### src/rtl/sync_fifo_param.sv
// Parametrised single-clock FIFO with standard or first-word-fall-through read,
// fill level, programmable almost-full/almost-empty, flush and sticky error flags.
module sync_fifo_param #(
    parameter int WIDTH     = 32,
    parameter int DEPTH     = 16,
    parameter int FWFT      = 0,
    parameter int AF_THRESH = DEPTH - 2,
    parameter int AE_THRESH = 2
) (
    input  logic                       clk,
    input  logic                       rst,
    input  logic                       we_i,
    input  logic                       re_i,
    input  logic                       flush_i,
    input  logic                       clr_err_i,
    input  logic [WIDTH-1:0]           data_i,
    output logic [WIDTH-1:0]           data_o,
    output logic                       full_o,
    output logic                       empty_o,
    output logic                       almost_full_o,
    output logic                       almost_empty_o,
    output logic [$clog2(DEPTH):0]     count_o,
    output logic                       overflow_o,
    output logic                       underflow_o
);

    localparam int AW = $clog2(DEPTH);
    localparam int CW = AW + 1;

    localparam logic [CW-1:0] FULL_LVL = CW'(DEPTH);
    localparam logic [CW-1:0] AF_LVL   = CW'(AF_THRESH);
    localparam logic [CW-1:0] AE_LVL   = CW'(AE_THRESH);

    logic [WIDTH-1:0] mem [DEPTH];

    logic [AW-1:0] wptr_q, wptr_d;
    logic [AW-1:0] rptr_q, rptr_d;
    logic [CW-1:0] count_q, count_d;
    logic          overflow_q, overflow_d;
    logic          underflow_q, underflow_d;

    logic full_w;
    logic empty_w;
    logic wr_acc;
    logic rd_acc;
    logic ovf_evt;
    logic unf_evt;

    // Status is decoded from the registered count only, so it never depends on we_i/re_i.
    assign full_w         = (count_q == FULL_LVL);
    assign empty_w        = (count_q == '0);
    assign full_o         = full_w;
    assign empty_o        = empty_w;
    assign almost_full_o  = (count_q >= AF_LVL);
    assign almost_empty_o = (count_q <= AE_LVL);
    assign count_o        = count_q;
    assign overflow_o     = overflow_q;
    assign underflow_o    = underflow_q;

    // A flush cycle swallows any request without acting on it or flagging it.
    assign wr_acc  = we_i & (~full_w | re_i) & ~flush_i;
    assign rd_acc  = re_i & ~empty_w & ~flush_i;
    assign ovf_evt = we_i & full_w & ~re_i & ~flush_i;
    assign unf_evt = re_i & empty_w & ~flush_i;

    always_comb begin
        wptr_d      = wptr_q;
        rptr_d      = rptr_q;
        count_d     = count_q;
        overflow_d  = overflow_q;
        underflow_d = underflow_q;

        if (flush_i) begin
            wptr_d  = '0;
            rptr_d  = '0;
            count_d = '0;
        end else begin
            if (wr_acc) begin
                wptr_d = wptr_q + 1'b1;
            end
            if (rd_acc) begin
                rptr_d = rptr_q + 1'b1;
            end
            case ({wr_acc, rd_acc})
                2'b10:   count_d = count_q + 1'b1;
                2'b01:   count_d = count_q - 1'b1;
                default: count_d = count_q;
            endcase
        end

        // A new error in the same cycle as a clear leaves the flag set.
        if (clr_err_i) begin
            overflow_d  = 1'b0;
            underflow_d = 1'b0;
        end
        if (ovf_evt) begin
            overflow_d = 1'b1;
        end
        if (unf_evt) begin
            underflow_d = 1'b1;
        end
    end

    always_ff @(posedge clk) begin
        if (rst) begin
            wptr_q      <= '0;
            rptr_q      <= '0;
            count_q     <= '0;
            overflow_q  <= 1'b0;
            underflow_q <= 1'b0;
        end else begin
            wptr_q      <= wptr_d;
            rptr_q      <= rptr_d;
            count_q     <= count_d;
            overflow_q  <= overflow_d;
            underflow_q <= underflow_d;
        end
    end

    // Storage is deliberately not reset so it maps onto RAM primitives.
    always_ff @(posedge clk) begin
        if (wr_acc && !rst) begin
            mem[wptr_q] <= data_i;
        end
    end

    generate
        if (FWFT != 0) begin : g_fwft
            assign data_o = mem[rptr_q];
        end else begin : g_std
            logic [WIDTH-1:0] data_q;

            // On full with simultaneous write, this still captures the old head.
            always_ff @(posedge clk) begin
                if (rst) begin
                    data_q <= '0;
                end else if (rd_acc) begin
                    data_q <= mem[rptr_q];
                end
            end

            assign data_o = data_q;
        end
    endgenerate

endmodule
### config.mk
export PLATFORM = sky130hd
export DESIGN_NAME = sync_fifo_param
export DESIGN_NICKNAME = d
export VERILOG_FILES = /design/src/rtl/sync_fifo_param.sv
export SDC_FILE = /design/constraint.sdc
export NUM_CORES = 1
export LEC_CHECK = 0
export CAP_MARGIN = 20
export CORE_UTILIZATION = 31
export DETAILED_ROUTE_END_ITERATION = 10
export PLACE_DENSITY_LB_ADDON = 0.3
export SLEW_MARGIN = 20
export SYNTH_ARGS = -nofsm -noshare
export SYNTH_HDL_FRONTEND = slang
export SYNTH_SLANG_ARGS = --single-unit
### constraint.sdc
create_clock -name clk -period 4.35 [get_ports clk]
set_input_delay 0.87 -clock clk [delete_from_list [all_inputs] [get_ports clk]]
set_output_delay 0.87 -clock clk [all_outputs]
set_load 0.05 [all_outputs]
# After elaboration in Yosys (flattened, before gate mapping)
# Memories as Yosys holds them, arrays and structs flattened. A register that Yosys moved wholly into a read port is not among the register bits.
# Index checks and enable logic that the tools add are counted.
dict set report totals {
  register_bits 15
  mem_bits_rw 512
  in_bits 38
  output_inout_bits 43
  n_memories 1
}
# name depth width read_ports rd_clocked_by_memory_dff write_ports line
set memory_table {}
lappend memory_table {mem 16 32 1 1 1 34} ;# logic [WIDTH-1:0] mem [DEPTH];
dict set report classes {
  add_sub_neg 4
  magnitude_cmp 2
  n_eq_ne 3
  n_mux 6
  bitwise 14
  n_reduce_logical 7
}
# cell n
set ops {}
lappend ops {{$pmux 5 s2} 1}
lappend ops {{$and 1x1->1} 9}
lappend ops {{$add 4x1->4 const B} 2}
lappend ops {{$reduce_bool 2->1} 3}
lappend ops {{$add 5x1->5 const B} 1}
lappend ops {{$eq 5x5->1 const B} 1}
lappend ops {{$ge 5x4->1 const B} 1}
lappend ops {{$le 5x2->1 const B} 1}
lappend ops {{$logic_not 5->1} 1}
lappend ops {{$mux 1} 5}
lappend ops {{$sub 5x1->5 const B} 1}
lappend ops {{$not 1->1} 4}
lappend ops {{$eq 2x1->1 const B} 1}
lappend ops {{$eq 2x2->1 const B} 1}
lappend ops {{$reduce_or 2->1} 1}
lappend ops {{$logic_and 1x1->1} 1}
lappend ops {{$logic_not 1->1} 1}
lappend ops {{$or 1x1->1} 1}

# Logic depth before layout (Yosys ltp)
# Gate-level depths: netlist (run 1).
dict set report logic_depth {
  depth_word 8
  depth_mapped 11
  ltp_nobuf 11
}

# Worst setup path after synthesis (run 1)
# No wires, ideal clock.
dict set report synth_timing {
  kind {register -> output}
  from {register count_q[1], in the netlist count_o[1]}
  to {output port almost_empty_o}
  arrival_ns 3.099
  path_slack_ns 0.381
  stages_incl_launch_ff 2
  path_buffers 0
  cell_sequence {dfxtp_1 -> a2111oi_0}
}
dict set report synth_between {
  elab_chain_len 1
}
# element line
set synth_rtl {}
lappend synth_rtl {{start, declared} 38} ;# logic [CW-1:0] count_q, count_d;
lappend synth_rtl {{start signal, assigned} 114} ;# count_q <= count_d;
lappend synth_rtl {{$le 5x2->1} 55} ;# assign almost_empty_o = (count_q <= AE_LVL);
lappend synth_rtl {{end, declared} 21} ;# output logic almost_empty_o,
# No other way between the ends.

# Worst setup path after layout (run 1)
dict set report layout_timing {
  from {register count_q[1], in the netlist count_o[1]}
  to {output port empty_o}
}
dict set report layout_between {
  elab_chain_len 1
}
# element line
set layout_rtl {}
lappend layout_rtl {{$logic_not 5->1} 51} ;# assign empty_w = (count_q == '0);
lappend layout_rtl {{end, declared} 19} ;# output logic empty_o,
# No other way between the ends.

==> results of run 1 <==
power groups by stage:
stage	registers [mW]	logic, mW	clock network [mW]
finish	5.88	0.227	4.91
floorplan	6.01	0.0680	0
global route	5.88	0.246	5.23
global placement	6.00	0.226	0
CTS	5.88	0.233	5.05
detailed placement	6.00	0.233	0
per-layer routing:
| layer | global-route usage [%] | share of wire (%) | routed length, µm | vias up |
|---|---|---|---|---|
| met2 | 24.3 | 52 | 24800 | 171 |
| met5 | 0 | 0 | 0 | - |
| met4 | 3.41 | 1.5 | 694 | 0 |
| met1 | 18.0 | 42 | 20200 | 5246 |
| met3 | 2.02 | 3.9 | 1880 | 57 |
| li1 | - | - | - | 4292 |
worst max-delay path, cell delays in order (launching register included):
cell	delay, ns
dfxtp_1	0.40
nor4_4	0.49
and2_1	0.20
clkdlybuf4s50_1	0.79
worst max-delay path by stage:
stage	depth (start not counted)	slack, ns	to
2_1_floorplan	1	0.38	almost_empty_o
3_3_place_gp	11	0.80	count_o[4]
3_5_place_dp	11	0.76	count_o[4]
4_1_cts	3	0.93	empty_o
5_1_grt	3	0.87	empty_o
6_report	3	0.99	empty_o
kinds of logic after synthesis:
| family | count (synthesis) |
|---|---|
| buffers and inverters | 60 |
| adders and majority gates | 10 |
| AOI/OAI and AO/OA | 79 |
| DFF | 559 |
| xor gates and xnor gates | 8 |
| and+or+nand+nor | 64 |
| muxes | 193 |
cells in the mapped netlist (2+ instances only):
master / n
clkbuf_1: 15
buf_6: 5
mux2i_1: 65
o21ai_0: 2
o21ai_1: 32
buf_4: 6
nand3_1: 2
inv_1: 11
ha_1: 9
nand3b_1: 2
xnor2_1: 3
buf_1: 2
edfxtp_1: 512
dfxtp_1: 47
nor2_1: 32
xor2_1: 5
nor2b_1: 2
buf_2: 21
a21oi_1: 7
a2bb2oi_1: 33
nand2_1: 11
or3_1: 2
nand2b_1: 3
nand4_1: 2
mux4_2: 128
per-stage QoR:
stage                     setup slack [ns]  total power, mW
after detailed placement             0.758             6.23
after global placement               0.799             6.22
after floorplan                      0.381             6.08
after global routing                 0.869             11.4
after CTS                            0.931             11.2
final                                0.991             11.0
registers in the layout, indices dropped and copies added, names as in the netlist:
name / flops
mem: 512
data_o: 32
count_o: 5
rptr_q: 4
wptr_q: 4
overflow_o: 1
underflow_o: 1
cell type report:
cell class / count / area (µm²)
Inverter: 11 / 41.3
Clock inverter: 35 / 389
Tap cell: 873 / 1090
Sequential cell: 559 / 16300
Multi-Input combinational cell: 354 / 4740
Timing Repair Buffer: 116 / 1150
Clock buffer: 71 / 1500
Fill cell: 6079 / 42300
cells in the final DEF, fill, tap and decap left out, types with 16 or more instances in the layout:
master	netlist	layout
o21ai_1	32	32
mux4_2	128	128
a2bb2oi_1	33	33
edfxtp_1	512	512
buf_4	6	30
clkdlybuf4s50_1	0	80
dfxtp_1	47	44
clkbuf_16	0	56
nor2_4	1	17
nor2_1	32	16
mux2i_1	65	65
==> run metrics, run 1 <==
Seq pwr share=53.4%; htree depth=2; Hold Crit Class=register to register; Post-Synthesis Cells=973; top cell type's share of synthesized area=72.4%; post-cts gate resize count=0; core footprint=67500 µm²; Post-synth EDFFs=512; Worst R2R Start=count_o[1]; max cap viols=0; DRC=0; Post-Synth XOR/XNOR Area=0.330%; Cell Area, Placed=23300 µm²; Clk pin slew, worst setup/hold paths=0.06 ns; WL final=47600 µm; via count=9766; distinct cell type count after synthesis=39; layout cells sized above 1=24.4%; router iterations before antenna repair=4; Synth Register Bits=559; Net Count, Synth=1021; Sum Neg Setup Slack=0 ns; Worst Tran Pin Value=0.770 ns; clock power share=44.6%; CP startpoint=count_o[1]; number of diodes=0; CTS tree=done; # hold bufs at CTS=0; R2R cell count=12; Final Instance Area=25200 µm²; status=complete, no violations; area added between synthesis and finish=18.8%; end of the worst register-to-register path=count_o[4]; max-slew violations=0; Net Switching=2.21 mW; min-delay src=underflow_o; Site Rows=95; post-synthesis cell area=21200 µm²; 1st-iter DRT viols=869; # IOs=81; f_max=298 MHz; switch share=20.1%; leakage power=7.57 nW; Placer Congestion=0.720; predominant post-synthesis flop cell=edfxtp_1; final setup fails=0; CTS root buf=clkbuf_16; Worst Path Required=3.48 ns; P_int=8.81 mW; post-synth top area cell=edfxtp_1; vias per cell=4.84; Hold EP=underflow_o; clk buf depth=3; vias in the first global route=10386; sequential cell area fraction in the yosys report=76.8%; WHS Path Cells=2; Crit Path Max Fanout=7; Die X=264 µm; top cells by area, synth=edfxtp_1 72%, mux4_2 14%, dfxtp_1 4.4%; Num CTS Buffers=56; post-synthesis adder-cell area fraction=0.624%; Wirelength per Cell=23.6 µm; post-synthesis mux area share=16.6%; initial antenna violation count=0; CP Capture Type=primary output; CP Class=register to primary output; final std cells w/o fill=2019; RSZ-0062 raised after global routing=false; Tcrit/Tclk final=77.2%; Worst-Skew Late Latency=0.61 ns; largest family of logic cells by synthesized area=multiplexers; clk_skew=0.0249 ns; Die Y=264 µm; Reg2Reg Setup Slack=1.37 ns; Final Hold Fails=0; min cycle time layout=3.36 ns; I/O Buffers=80; gr ovfl total=0; Async SR Flop Fraction=0%; P per Cell Area=437 nW/µm²; Worst setup SP type=register; synth warn=0; die area=69600 µm²; # nets final=1146; Starting Density=31.5%; Comb pwr share=2.1%; syn avg cell area=21.8 µm²; Post-CTS Setup Repair Bufs=0; Crit path arrival time=2.49 ns; post-synthesis simple-gate area fraction=1.56%; Synth Area in Compound Gates=2.57%; placed insts=1913; Peak VDD IR=0.268 mV; final core utilization=37.4%; Post-DP HPWL=27500 µm; antenna viol nets, final=0; first-pass GRT wire length=70600 µm; Slew headroom=48.7%; clk sinks=559; largest net degree at the start of global routing=52; GR Util All Layers=13.9%; WHS=0.468 ns
(Power assumes the default switching activity.)
==> run 2, diff against run 1 <==
clock period = 3.5 ns   (was 4.35 ns; I/O delays follow)
==> run 2 against run 1 <==
Compared with the run above: critical path depth stayed put; largest cell class unchanged; critical endpoint unchanged; die area is the same; worst hold slack got worse by 0.0062 ns; routed wire length fell by 6.1%.
==> run metrics, run 2 (synthesis gave the netlist of run 1 again) <==
post-cts gate resize count=0; CP Capture Type=primary output; R2R cell count=11; WHS Path Cells=2; die area=69600 µm²; P per Cell Area=530 nW/µm²; area added between synthesis and finish=18.9%; first-pass GRT wire length=67800 µm; # IOs=81; leakage power=7.53 nW; P_int=10.8 mW; GR Layer Usage met2=23.0%; Seq pwr share=54.7%; Num CTS Buffers=54; busiest grt layer=met2; Comb pwr share=2.0%; RSZ-0062 raised after global routing=false; core footprint=67500 µm²; final setup fails=0; Die Y=264 µm; critical path, cell by cell=nor4_4 -> and2_1 -> clkdlybuf4s50_1; max reg flops=512; Placer Congestion=0.696; min-delay src=underflow_o; clk sinks=559; antenna viol nets, final=0; CP startpoint=count_o[0]; Worst-Skew Late Latency=0.59 ns; Worst Path Required=2.80 ns; GR Layer Usage met3=1.93%; GR Util All Layers=13.1%; Cell Area, Placed=23500 µm²; 1st-iter DRT viols=627; Site Rows=95; clock power share=43.3%; vias in the first global route=10394; Net Switching=2.57 mW; Starting Density=31.5%; Slew headroom=55.3%; Worst setup SP type=register; delay-heaviest family, CP=buffers and inverters; Post-DP HPWL=24600 µm; status=complete, no violations; Post-CTS Setup Repair Bufs=0; Crit-path slowest cell=clkdlybuf4s50_1; commonest non-fill, non-tap cell in the layout=edfxtp_1; crit-path max cell delay=0.80 ns; Sum Neg Setup Slack=0 ns; Die X=264 µm; Wirelength per Cell=22.2 µm; Global Route met1 Usage=16.7%; router iterations before antenna repair=4; f_max=317 MHz; CTS tree=done; pre-CTS WS=0.342 ns; # hold bufs at CTS=0; Hold EP=underflow_o; Crit path arrival time=2.46 ns; via count=9672; CP Class=register to primary output; Largest Register=mem; Peak VDD IR=0.342 mV; htree depth=2; Final Hold Fails=0; Worst R2R Start=count_o[0]; Final Instance Area=25200 µm²; Crit Path Max Fanout=6; Hold Crit Class=register to register; switch share=19.2%; Reg2Reg Setup Slack=0.70 ns; max cap viols=0; gr ovfl total=0; commonest non-fill, non-tap cells in the layout=512 x edfxtp_1, 128 x mux4_2, 80 x clkdlybuf4s50_1, 65 x mux2i_1, 55 x clkbuf_16; Worst Tran Pin Value=0.668 ns; CTS root buf=clkbuf_16; DRC=0; Final WS setup=0.341 ns; WL final=44700 µm; clk_skew=0.0152 ns; # nets final=1142; max-slew violations=0; end of the worst register-to-register path=count_o[4]; min cycle time layout=3.16 ns; CP Buf/Inv Count=1; Clk pin slew, worst setup/hold paths=0.06 ns; layout cells sized above 1=22.8%; initial antenna violation count=2; I/O Buffers=80; Tcrit/Tclk final=90.2%; largest net degree at the start of global routing=47; vias per cell=4.81; clk buf depth=3
==> run 2: how the worst max path moves through the flow <==
stage	endpoint	slack (ns)	cells past startpoint
detailed placement	count_o[4]	0.34	11
floorplan	mem[15][0]	0.20	4
CTS	empty_o	0.28	3
finish	empty_o	0.34	3
global route	empty_o	0.24	3
global placement	count_o[4]	0.38	11
==> run 2: area by class of cell <==
class,count,area [µm²]
fill,6047,42300
sequential,559,16300
multi-input combinational,354,4740
clock buffer,85,1560
timing repair buffer,114,1290
tap,873,1090
clock inverter,15,196
inverter,11,41.3
antenna,1,2.50
==> run 2: worst reg2reg max path: cells and delay by family, from the launching register on <==
family | cells | cell delay (ns)
and+or+nand+nor | 4 | 1.13
DFF | 1 | 0.38
buffers and inverters | 2 | 0.18
adders and majority gates | 2 | 0.64
AOI/OAI and AO/OA | 3 | 0.41
==> run 2: metal layers <==
layer	part of all wire (%)	wire, µm
met1	44	19700
met4	2.1	953
met3	2.7	1190
met5	0.029	13
met2	51	22900
==> run 2: metrics by stage <==
step / cells / util (%) / hold WS, ns / power (mW)
floorplan: 973 / - / 0.530 / 7.56
global placement: 1911 / 34.8 / 0.454 / 7.72
detailed placement: 1911 / 34.8 / 0.458 / 7.73
CTS: 2011 / 37.4 / 0.468 / 13.5
global route: 2012 / 37.4 / 0.493 / 13.8
finish: 2012 / 37.4 / 0.462 / 13.4
==> run 2: power by group through the flow <==
stage          clock, mW  sequential [mW]  combinational (mW)
2_1_floorplan          0             7.47              0.0846
3_3_place_gp           0             7.45               0.267
3_5_place_dp           0             7.45               0.275
4_1_cts             5.94             7.31               0.276
5_1_grt             6.18             7.31               0.294
6_report            5.79             7.31               0.269
